===== src/rtl/stream_mux_pkg.sv =====
// Shared encodings for the N-to-1 stream multiplexer.
// This package holds the FSM states and the mode input codes.
package stream_mux_pkg;

  typedef enum logic {
    ST_IDLE   = 1'b0,
    ST_LOCKED = 1'b1
  } state_t;

  localparam logic MODE_FIXED = 1'b0;
  localparam logic MODE_RR    = 1'b1;

endpackage


===== src/rtl/rr_pick.sv =====
// Combinational round-robin search.
// It returns the first requesting channel found after ptr, wrapping modulo N_IN.
module rr_pick #(
  parameter int N_IN  = 4,
  parameter int SEL_W = $clog2(N_IN)
) (
  input  logic [N_IN-1:0]  req,
  input  logic [SEL_W-1:0] ptr,
  output logic [SEL_W-1:0] grant,
  output logic             any_valid
);

  int pos;

  // ptr is always below N_IN, so ptr+k stays under 2*N_IN and one subtraction wraps it.
  always_comb begin
    grant     = '0;
    any_valid = 1'b0;
    pos       = 0;
    for (int k = 1; k <= N_IN; k++) begin
      pos = int'(ptr) + k;
      if (pos >= N_IN) pos = pos - N_IN;
      for (int j = 0; j < N_IN; j++) begin
        if (!any_valid && req[j] && (j == pos)) begin
          any_valid = 1'b1;
          grant     = SEL_W'(j);
        end
      end
    end
  end

endmodule


===== src/rtl/stream_mux_n_to_1.sv =====
// N-to-1 stream multiplexer with a registered output stage.
// It offers fixed or round-robin arbitration and holds each packet on its channel until the last beat.
module stream_mux_n_to_1 #(
  parameter int N_IN  = 4,
  parameter int WIDTH = 8,
  parameter int SEL_W = $clog2(N_IN)
) (
  input  logic                  clk,
  input  logic                  reset,
  input  logic                  mode,
  input  logic [SEL_W-1:0]      select,
  input  logic [N_IN-1:0]       in_valid,
  input  logic [N_IN*WIDTH-1:0] in_data,
  input  logic [N_IN-1:0]       in_last,
  output logic [N_IN-1:0]       in_ready,
  output logic                  out_valid,
  output logic [WIDTH-1:0]      out_data,
  output logic                  out_last,
  output logic [SEL_W-1:0]      out_ch,
  input  logic                  out_ready
);

  import stream_mux_pkg::*;

  state_t             state_q, state_d;
  logic [SEL_W-1:0]   lock_ch_q, lock_ch_d;
  logic [SEL_W-1:0]   rr_ptr_q, rr_ptr_d;
  logic               out_valid_q, out_valid_d;
  logic [WIDTH-1:0]   out_data_q, out_data_d;
  logic               out_last_q, out_last_d;
  logic [SEL_W-1:0]   out_ch_q, out_ch_d;

  logic [SEL_W-1:0]   rr_grant;
  logic               rr_any;
  logic [SEL_W-1:0]   cand;
  logic               cand_ok;
  logic               can_load;
  logic               xfer;
  logic [WIDTH-1:0]   sel_data;
  logic               sel_last;

  rr_pick #(
    .N_IN  (N_IN),
    .SEL_W (SEL_W)
  ) u_rr_pick (
    .req       (in_valid),
    .ptr       (rr_ptr_q),
    .grant     (rr_grant),
    .any_valid (rr_any)
  );

  assign can_load = !out_valid_q || out_ready;

  // While locked, mode and select are ignored; an out-of-range fixed select is never eligible.
  always_comb begin
    cand    = lock_ch_q;
    cand_ok = 1'b1;
    if (state_q == ST_IDLE) begin
      if (mode == MODE_RR) begin
        cand    = rr_grant;
        cand_ok = rr_any;
      end else begin
        cand    = select;
        cand_ok = (int'(select) < N_IN);
      end
    end
  end

  always_comb begin
    in_ready = '0;
    sel_data = '0;
    sel_last = 1'b0;
    for (int i = 0; i < N_IN; i++) begin
      if (cand == SEL_W'(i)) begin
        sel_data    = in_data[i*WIDTH +: WIDTH];
        sel_last    = in_last[i];
        in_ready[i] = in_valid[i] && cand_ok && can_load && !reset;
      end
    end
  end

  assign xfer = |in_ready;

  always_comb begin
    state_d     = state_q;
    lock_ch_d   = lock_ch_q;
    rr_ptr_d    = rr_ptr_q;
    out_valid_d = out_valid_q;
    out_data_d  = out_data_q;
    out_last_d  = out_last_q;
    out_ch_d    = out_ch_q;

    if (xfer) begin
      out_valid_d = 1'b1;
      out_data_d  = sel_data;
      out_last_d  = sel_last;
      out_ch_d    = cand;
      if (state_q == ST_IDLE) begin
        rr_ptr_d = cand;
        if (!sel_last) begin
          state_d   = ST_LOCKED;
          lock_ch_d = cand;
        end
      end else if (sel_last) begin
        state_d = ST_IDLE;
      end
    end else if (out_ready) begin
      out_valid_d = 1'b0;
    end
  end

  always_ff @(posedge clk) begin
    if (reset) begin
      state_q     <= ST_IDLE;
      lock_ch_q   <= '0;
      rr_ptr_q    <= SEL_W'(N_IN - 1);
      out_valid_q <= 1'b0;
      out_data_q  <= '0;
      out_last_q  <= 1'b0;
      out_ch_q    <= '0;
    end else begin
      state_q     <= state_d;
      lock_ch_q   <= lock_ch_d;
      rr_ptr_q    <= rr_ptr_d;
      out_valid_q <= out_valid_d;
      out_data_q  <= out_data_d;
      out_last_q  <= out_last_d;
      out_ch_q    <= out_ch_d;
    end
  end

  assign out_valid = out_valid_q;
  assign out_data  = out_data_q;
  assign out_last  = out_last_q;
  assign out_ch    = out_ch_q;

endmodule


===== config.mk =====
export PLATFORM = sky130hd
export DESIGN_NAME = stream_mux_n_to_1
export DESIGN_NICKNAME = d
export VERILOG_FILES = /design/src/rtl/stream_mux_pkg.sv /design/src/rtl/rr_pick.sv /design/src/rtl/stream_mux_n_to_1.sv
export SDC_FILE = /design/constraint.sdc
export NUM_CORES = 1
export LEC_CHECK = 0
export CORE_ASPECT_RATIO = 0.75
export CORE_UTILIZATION = 41
export CTS_CLUSTER_SIZE = 8
export DETAILED_ROUTE_END_ITERATION = 8
export MAX_ROUTING_LAYER = met4
export PLACE_DENSITY = 0.82
export REMOVE_ABC_BUFFERS = 1
export SLEW_MARGIN = 20
export SYNTH_ARGS = -nofsm -noshare
export SYNTH_HDL_FRONTEND = slang
export SYNTH_HIERARCHICAL = 1
export SYNTH_SLANG_ARGS = --single-unit

===== constraint.sdc =====
create_clock -name clk -period 2.5 [get_ports clk]
set_input_delay 0.5 -clock clk [delete_from_list [all_inputs] [get_ports clk]]
set_output_delay 0.5 -clock clk [all_outputs]
set_load 0.05 [all_outputs]

==> metrics.txt <==
CP max-delay cell=dfxtp_2; Leakage Power=0.8477 nW; H-tree depth=1; post-synthesis simple-gate area fraction=21.64%; number of synthesized flops with an enable pin=0; CP arrival=1900 ps; CP Max Fanout=6; Post-Synthesis Cells=145; mux contribution to synthesized area=20.96%; CP Launch Point=rr_ptr_q[0]$_SDFFE_PP1P_; Crit path max-delay family=simple AND/OR/NAND/NOR gates; r2r startpoint=rr_ptr_q[0]$_SDFFE_PP1P_; Reg clk slew, reported paths=70 ps; power density cells=712.4 nW/um^2; period utilization=95.93%; Startpoint Class=register; port bufs=61; number of max-cap violations=0; pin count of the biggest net entering global routing=19; Reg power frac=24.0%; commonest cells after routing, fill and taps aside=52 x clkdlybuf4s50_1, 28 x buf_4, 15 x dfxtp_1; share of cells above drive strength 1=30.57%; most frequently used flop master after synthesis=dfxtp_1; hold endpoint=out_data[6]$_SDFFE_PP0P_; Buf/Inv on CP=1; Residual DRC=0; max layer used=met4; wire length on met2=2444 um; Synth Area in XOR/XNOR=0%; Met1 Wirelength=1871 um; initial antenna violation count=0; largest area contributor in the netlist=dfxtp_1; sw power=0.0006987 W; register area share after synthesis=26.51%; Hold Crit Class=register to register; worst rel slew slack=65.57%; Routability Congestion=0.9652; CP Depth=8; mean area per synthesized cell=8.853 um^2; Post-Route WL=4904 um; clock share of power=12.9%; RSZ-0062 raised after global routing=false; Hold Crit Start=out_data[6]$_SDFFE_PP0P_; via count=1666; first drt pass iteration count=5; Sw Share=43.33%; global-route wire length before repair=7983 um; Via density=6.240; internal power=0.0009138 W; DP Worst Slack=-470.7 ps; WL/cell=18.37 um; Area contributors post-synth=dfxtp_1 27%, mux4_2 16%, nand3_1 4.7%; Antenna Violating Nets Remaining=0; row count=17; Setup TNS=0 ps; post-synthesis compound-gate area fraction=26.41%; IO Pins=62; GRT overflow=0; clock tree from TritonCTS=yes; Final HPWL DP=3416 um; Clock Tree Root=clkbuf_8; Area growth, synth to finish=76.32%; Synth warnings=6; filler cell count=188; Final min period=2398 ps; max frequency=0.4170 GHz; Netlist Area Pre-Place=1284 um^2; Slew @ Worst Pin=514.9 ps; CP max stage delay=350 ps; Worst R2R Setup Slack=190 ps; Initial Utilization=43.42%; Slew Viols, Final=0; First DRT Iteration DRCs=132; Final Hold Vio Count=0; #FFs+latches synth=17; largest family of logic cells by synthesized area=compound AO/OA/AOI/OAI gates; met3 routed WL=416 um; smallest hold slack=477.5 ps; part of the power in combinational logic=63.1%; Nets=276; slack of the critical path=101.7 ps; clock sink total=17; Total GRT Usage=32.77%; Die Y=50.46 um; Worst-Skew Late Latency=250 ps; Yosys top cell area share=26.51%; run status=complete, no violations; Worst EP required=2000 ps; Hold Buf Count CTS=0; clk_skew=1.475 ps; die area=3361 um^2; Synth cell types=40; n_diodes=0; Die Span X=66.61 um; final setup vio count=0; Setup crit end kind=output port; Worst R2R Path Depth=10; clk buf depth=2; Peak VDD IR=0.4926 mV; hold path depth=2; CTS Buf Count=3; WS Path Type=register to output port; crit-path cells=nand2b_1 -> o22ai_1 -> nor2_1 -> mux2_4 -> o21a_4 -> nand2_1 -> nor2_2 -> buf_12; post-synthesis adder-cell area fraction=0%; commonest non-fill, non-tap cell in the layout=clkdlybuf4s50_1; ys async rst share=0%; core box area=2957 um^2; reg-to-reg endpoint=state_q$_SDFFE_PP0P_; vias in the first global route=1723
==> worst reg2reg max path, stage by stage (launching register included) <==
cell       delay [ps]
dfxtp_2           370
nand2b_1          150
a21o_1            130
o311ai_2          120
mux2i_2           330
buf_4             190
a2111oi_0          90
buf_4             160
a2111oi_2         330
a31oi_1           130
o21a_1            180
==> power groups by stage <==
stage	Clock [W]	Sequential (W)	Combinational, W
after floorplan	0	0.000503	0.000419
after global placement	0	0.000380	0.000877
after detailed placement	0	0.000382	0.000906
after CTS	0.000209	0.000379	0.000975
after global routing	0.000221	0.000395	0.00107
final	0.000208	0.000387	0.00102
==> repair_timing <==
| action | 4_1_cts | 5_1_grt |
|---|---|---|
| gates resized for setup | 27 | 12 |
| pin swaps | 6 | 3 |
| buffers inserted | 5 | 0 |
| setup endpoints to repair | 20 | 18 |
==> Yosys cell counts (2+ instances only) <==
cell type / count
a211oi_1: 3
nor3_1: 5
a21oi_1: 11
a2111oi_0: 2
mux4_2: 9
dfxtp_1: 17
inv_1: 2
a22oi_1: 2
nand2b_1: 4
nand3_1: 12
mux2i_1: 4
o211ai_2: 2
o21ai_0: 2
o21ai_1: 10
and3_1: 2
nor2b_1: 6
buf_2: 7
or4_1: 2
o31ai_1: 3
nor2_1: 11
a21o_1: 3
nand2_1: 8
==> metal layers <==
layer | global-route usage, % | vias to the layer above
met3 | 7.500 | 25
met1 | 38.87 | 790
met2 | 52.19 | 123
met4 | 15.96 | 0
met5 | - | -
li1 | - | 728
==> area by class of cell <==
cell class | count | area [um^2] | area share, %
Tap cell | 38 | 47.55 | 2.101
Timing Repair Buffer | 89 | 839.6 | 37.09
Inverter | 2 | 7.507 | 0.3317
Multi-Input combinational cell | 117 | 980.9 | 43.34
Clock buffer | 4 | 45.04 | 1.990
Sequential cell | 17 | 342.8 | 15.15
==> state kept, by name (all words and copies together) (netlist names) <==
register,count
lock_ch_q,2
out_ch,2
out_data,8
out_last,1
out_valid,1
rr_ptr_q,2
state_q,1
==> how the worst max path moves through the flow <==
stage,to,slack (ps)
after global routing,in_ready[0],20
final,in_ready[2],100
after detailed placement,lock_ch_q[0]$_SDFFE_PP0P_,-470
after global placement,in_ready[3],-350
after floorplan,lock_ch_q[0]$_SDFFE_PP0P_,-210
after CTS,in_ready[3],6
==> logic make-up (layout without fill, tap and decap cells) <==
family                 after synthesis  in the layout
flip-flops                          17             17
AO/OA/AOI/OAI                       48             48
multiplexers                        15             15
AND/OR/NAND/NOR                     54             54
buffers and inverters               11             95
==> stage by stage <==
step	std cells	power, W	utilization (%)	cell area, um^2
after global routing	267	0.001689	76.56	2263
after CTS	267	0.001563	76.13	2251
after floorplan	136	0.0009225	-	1234
after global placement	258	0.001257	71.18	2105
final	267	0.001612	76.56	2263
after detailed placement	258	0.001288	71.18	2105
Power figures use the tool's default switching activity.
